==> src/rtl/hash_accumulator.sv <==
// rtl/hash_accumulator.sv - collects HASH_LENGTH words into a hash vector, optionally adding a previous hash
//
// Ports:
//   clock                 rising-edge clock for all state
//   reset                 synchronous, active-high reset (wins over every other input)
//   start                 begin a new accumulation when in IDLE or DONE
//   add_mode              sampled with start: 1 = add to prev_hash_vector, 0 = plain load
//   word_valid            word_index / word_data are offered this cycle
//   word_index            slot the offered word is meant for
//   word_data             offered word
//   prev_hash_vector      previous hash, word i at [i*WORD_WIDTH +: WORD_WIDTH]
//   word_ready            high only while collecting
//   hash_vector           assembled hash, same packing as prev_hash_vector
//   hash_vector_complete  level, high only in DONE
//   order_error           sticky out-of-order flag, cleared by start or reset
//
// Build option:
//   HASH_ACCUMULATOR_ORDER_CHECK_EN  when defined, words whose word_index does not
//                                    match the expected slot are dropped and flagged;
//                                    otherwise word_index is ignored and order_error is 0.

module hash_accumulator #(
    parameter int HASH_LENGTH = 8,
    parameter int WORD_WIDTH  = 32
) (
    input  logic                              clock,
    input  logic                              reset,
    input  logic                              start,
    input  logic                              add_mode,
    input  logic                              word_valid,
    input  logic [$clog2(HASH_LENGTH)-1:0]    word_index,
    input  logic [WORD_WIDTH-1:0]             word_data,
    input  logic [HASH_LENGTH*WORD_WIDTH-1:0] prev_hash_vector,
    output logic                              word_ready,
    output logic [HASH_LENGTH*WORD_WIDTH-1:0] hash_vector,
    output logic                              hash_vector_complete,
    output logic                              order_error
);

    localparam int                IW        = $clog2(HASH_LENGTH);
    localparam logic [IW-1:0]     LAST_SLOT = IW'(HASH_LENGTH - 1);

    typedef enum logic [1:0] {
        IDLE,
        COLLECT,
        DONE
    } state_t;

    state_t                state;
    logic [IW-1:0]         counter;
    logic                  add_mode_q;

    logic                  accept;
    logic                  index_ok;
    logic [WORD_WIDTH-1:0] prev_word;
    logic [WORD_WIDTH-1:0] new_word;

    // word_ready is a registered copy of "state == COLLECT", so the handshake
    // never depends combinationally on the inputs.
    assign accept = word_valid && word_ready;

    // The previous hash is read at the acceptance cycle for the slot being written.
    always_comb begin
        prev_word = prev_hash_vector[int'(counter)*WORD_WIDTH +: WORD_WIDTH];
        new_word  = add_mode_q ? (word_data + prev_word) : word_data;
    end

`ifdef HASH_ACCUMULATOR_ORDER_CHECK_EN
    logic order_error_q;

    assign index_ok    = (word_index == counter);
    assign order_error = order_error_q;
`else
    logic unused_word_index;

    assign index_ok          = 1'b1;
    assign unused_word_index = ^word_index;
    assign order_error       = 1'b0;
`endif

    always_ff @(posedge clock) begin
        if (reset) begin
            state                <= IDLE;
            counter              <= '0;
            add_mode_q           <= 1'b0;
            hash_vector          <= '0;
            word_ready           <= 1'b0;
            hash_vector_complete <= 1'b0;
`ifdef HASH_ACCUMULATOR_ORDER_CHECK_EN
            order_error_q        <= 1'b0;
`endif
        end else begin
            case (state)
                IDLE, DONE: begin
                    // word_valid is ignored here; only start moves the FSM.
                    if (start) begin
                        state                <= COLLECT;
                        counter              <= '0;
                        add_mode_q           <= add_mode;
                        hash_vector          <= '0;
                        word_ready           <= 1'b1;
                        hash_vector_complete <= 1'b0;
`ifdef HASH_ACCUMULATOR_ORDER_CHECK_EN
                        order_error_q        <= 1'b0;
`endif
                    end
                end

                COLLECT: begin
                    // start is deliberately not looked at while collecting.
                    if (accept) begin
                        if (index_ok) begin
                            hash_vector[int'(counter)*WORD_WIDTH +: WORD_WIDTH] <= new_word;
                            counter <= counter + 1'b1;
                            if (counter == LAST_SLOT) begin
                                state                <= DONE;
                                word_ready           <= 1'b0;
                                hash_vector_complete <= 1'b1;
                            end
                        end else begin
`ifdef HASH_ACCUMULATOR_ORDER_CHECK_EN
                            // Dropped word: no write, counter holds, ready stays high.
                            order_error_q <= 1'b1;
`endif
                        end
                    end
                end

                default: begin
                    state      <= IDLE;
                    word_ready <= 1'b0;
                end
            endcase
        end
    end

endmodule

==> config.mk <==
export PLATFORM = sky130hd
export DESIGN_NAME = hash_accumulator
export DESIGN_NICKNAME = d
export VERILOG_FILES = /design/src/rtl/hash_accumulator.sv
export SDC_FILE = /design/constraint.sdc
export NUM_CORES = 1
export LEC_CHECK = 0
export ABC_AREA = 0
export CAP_MARGIN = 20
export CORE_UTILIZATION = 25
export DETAILED_ROUTE_END_ITERATION = 10
export PLACE_DENSITY = 0.56
export SLEW_MARGIN = 10
export SYNTH_ARGS = -nofsm -noshare
export SYNTH_HDL_FRONTEND = slang
export SYNTH_SLANG_ARGS = --single-unit
==> constraint.sdc <==
create_clock -name clock -period 6.55 [get_ports clock]
set_input_delay 1.31 -clock clock [delete_from_list [all_inputs] [get_ports clock]]
set_output_delay 1.31 -clock clock [all_outputs]
set_load 0.02 [all_outputs]
==> flow_metrics.env <==
export IMPL_post_cts_setup_buffer_count=0
export IMPL_slowest_delay_ns=0.52
export IMPL_synth_top_area_cell="dfxtp_1"
export IMPL_routabilityCongestion=0.847
export IMPL_async_reset_ff_share_pct=0
export IMPL_port_buffers=550
export IMPL_die_area_mm2=0.0552
export IMPL_holdWs_ns=0.452
export IMPL_finClkSkew_ns=0.0173
export IMPL_syn_to_final_growth_pct=53.4
export IMPL_clk_pin_slew_ns=0.06
export IMPL_drc_errors=0
export IMPL_clock_sinks=264
export IMPL_die_h_um=235
export IMPL_final_setup_worst_slack_ns=1.18
export IMPL_synthAdderAreaFrac_pct=3.65
export IMPL_synth_top_family_by_area="compound AO/OA/AOI/OAI gates"
export IMPL_ys_warn_count=0
export IMPL_grtUsageTotal_pct=22.5
export IMPL_leakage_uw=0.00723
export IMPL_cp_max_fo=6
export IMPL_grt_pass1_vias=13700
export IMPL_grt_setup_unrepaired="no"
export IMPL_final_max_slew_viol_count=0
export IMPL_synthTopCellsByArea="dfxtp_1 (39%), a22oi_1 (12%), mux4_2 (11%), nor2_1 (6.4%), nand2_1 (4.2%)"
export IMPL_postRouteAntennaNets=0
export IMPL_setup_viol=0
export IMPL_routed_wl_um=65100
export IMPL_synth_most_common_cell="dfxtp_1"
export IMPL_synthMuxAreaShare_pct=13.4
export IMPL_synth_common_cells="dfxtp_1 (264), nor2_1 (231), a22oi_1 (209)"
export IMPL_cts_resized=0
export IMPL_syn_num_nets=1843
export IMPL_rows=85
export IMPL_cp_start_kind="input pin"
export IMPL_drt_iter0_markers=934
export IMPL_insertion_delay_ns=0.56
export IMPL_path_buf_inv=2
export IMPL_dp_hpwl_um=49700
export IMPL_cp_top_family="compound AO/OA/AOI/OAI gates"
export IMPL_placed_area_mm2=0.0198
export IMPL_root_buffer="clkbuf_16"
export IMPL_die_w_um=235
export IMPL_post_route_cells_drive_above_1_share_pct=9.65
export IMPL_finalHoldViolCount=0
export IMPL_arrival_ns=5.78
export IMPL_syn_cell_area_mm2=0.0136
export IMPL_cts_max_level=1
export IMPL_synthCells=1508
export IMPL_cp_common_cell="nand2_1"
export IMPL_grt_overflow=0
export IMPL_cts_buffers=30
export IMPL_required_ns=6.96
export IMPL_fin_area_mm2=0.0208
export IMPL_wire_per_inst_um=23.8
export IMPL_synth_top_area_share_pct=39.0
export IMPL_grt_pass1_wl_um=92600
export IMPL_ys_ff_latch=264
export IMPL_grt_max_degree=125
export IMPL_cts_tree="yes"
export IMPL_first_pass_iters=6
export IMPL_viasPerCell=5.20
export IMPL_yosysSeqAreaShare_pct=39.0
export IMPL_critPathKind="input pin to register"
export IMPL_status="complete, no violations"
export IMPL_io_pins=555
export IMPL_synth_xor_area_share_pct=1.61
export IMPL_antenna_found_initial=21
export IMPL_crit_slowest_cell="o21ai_0"
export IMPL_start_util_pct=25.3
export IMPL_synth_cell_types=69
export IMPL_fmax_mhz=186
export IMPL_fin_crit_sh_pct=82.0
export IMPL_path_cells="clkdlybuf4s50_1 -> mux4_2 -> nand2_1 -> nand2_1 -> ha_1 -> nor2b_1 -> o31a_1 -> o21ai_0 -> o21ai_1 -> a21oi_1 -> or4_1 -> nand3_1 -> buf_4 -> a22oi_1 -> nor2_1"
export IMPL_pre_cts_slack_ns=0.703
export IMPL_p_per_area_mw_per_mm2=196
export IMPL_worst_slew_pin_slew_ns=1.15
export IMPL_hold_class="register to register"
export IMPL_final_nets=2336
export IMPL_cts_hold_buf=0
export IMPL_synth_compound_area_share_pct=20.9
export IMPL_peakVddDrop_uv=156
export IMPL_fillers=5356
export IMPL_cap_violations=0
export IMPL_finalCriticalPeriod_ns=5.37
export IMPL_post_route_util_pct=38.7
export IMPL_endpoint_kind="register"
export IMPL_vias=14200
export IMPL_yosys_area_share_simple_pct=17.3
export IMPL_fin_setup_tns_ns=0
export IMPL_synth_edf_count=0
export IMPL_coreArea_mm2=0.0537
export IMPL_syn_area_per_cell_um2=8.99
export IMPL_synth_ff_type="dfxtp_1"
export IMPL_max_slew_margin_pct=23.5
export IMPL_clk_path_buf_depth=3
worst paths after layout:
kind,startpoint,end,slack (ns),depth (start not counted)
max,prev_hash_vector[34],hash_vector[120],1.18,15
min,hash_vector[61],hash_vector[61],0.45,2
max reg2reg,counter[0],hash_vector[120],1.39,15
min reg2reg,hash_vector[61],hash_vector[61],0.45,2
area by class of cell:
cell class              count  area [um^2]  share of cell area (%)
clock buffers              43          861                    4.14
repair buffers            584         5790                    27.8
multi-input cells        1101         7770                    37.3
clock inverters             9          110                   0.529
flip-flops and latches    264         5300                    25.4
diodes                     14         35.0                   0.168
well taps                 696          871                    4.19
inverters                  20         75.1                   0.361
metal layers:
layer	vias up	GRT usage [%]	wire length [um]
met4	0	10.1	2720
li1	6533	-	-
met5	-	0	0
met1	6921	26.1	25200
met2	635	39.7	32700
met3	106	4.68	4490
cells by family (layout without fill, tap and decap cells):
logic type | count (synthesis) | in the layout
buffers and inverters | 143 | 656
xor gates and xnor gates | 24 | 24
and+or+nand+nor | 528 | 528
muxes | 97 | 97
DFF | 264 | 264
AOI/OAI and AO/OA | 412 | 412
other | 1 | 15
adders and majority gates | 39 | 39
power breakdown:
| group | total, uW | switching [uW] | internal [uW] |
|---|---|---|---|
| registers | 1610 | 5.10 | 1610 |
| clock network | 1670 | 679 | 989 |
| logic | 787 | 450 | 338 |
| total | 4070 | 1130 | 2940 |
flip-flops by register name, indices dropped and copies added, names as in the netlist:
signal	count
hash_vector	256
counter	3
state	2
add_mode_q	1
hash_vector_complete	1
word_ready	1
worst min-delay path, stage by stage (launching register included):
cell,delay (ns)
dfxtp_1,0.31
nand2_1,0.05
a21oi_1,0.05
through the flow:
stage / total power (uW) / std cells
3_5_place_dp: 2440 / 2664
5_1_grt: 4240 / 2731
3_3_place_gp: 2430 / 2664
6_report: 4070 / 2731
4_1_cts: 4120 / 2716
2_1_floorplan: 2030 / 1508
cell usage in the layout (no fill, tap or decap), drive strengths merged, types with 9 or more instances in the layout:
master,synthesis,final
o211ai,10,10
inv,16,18
o21bai,9,9
a21oi,70,70
mux2i,14,14
o21ai,61,61
ha,38,38
buf,29,34
nand3,39,39
and3,11,11
nand3b,33,33
nand4,11,11
dfxtp,264,264
xnor2,14,14
a21o,10,10
a22oi,209,209
clkdlybuf4s50,0,549
nor3,12,12
nand2,153,153
mux2,19,19
mux4,64,64
diode,0,14
xor2,10,10
clkbuf,94,44
nor2,231,231
Note: power is estimated with default switching activity, not from simulation.
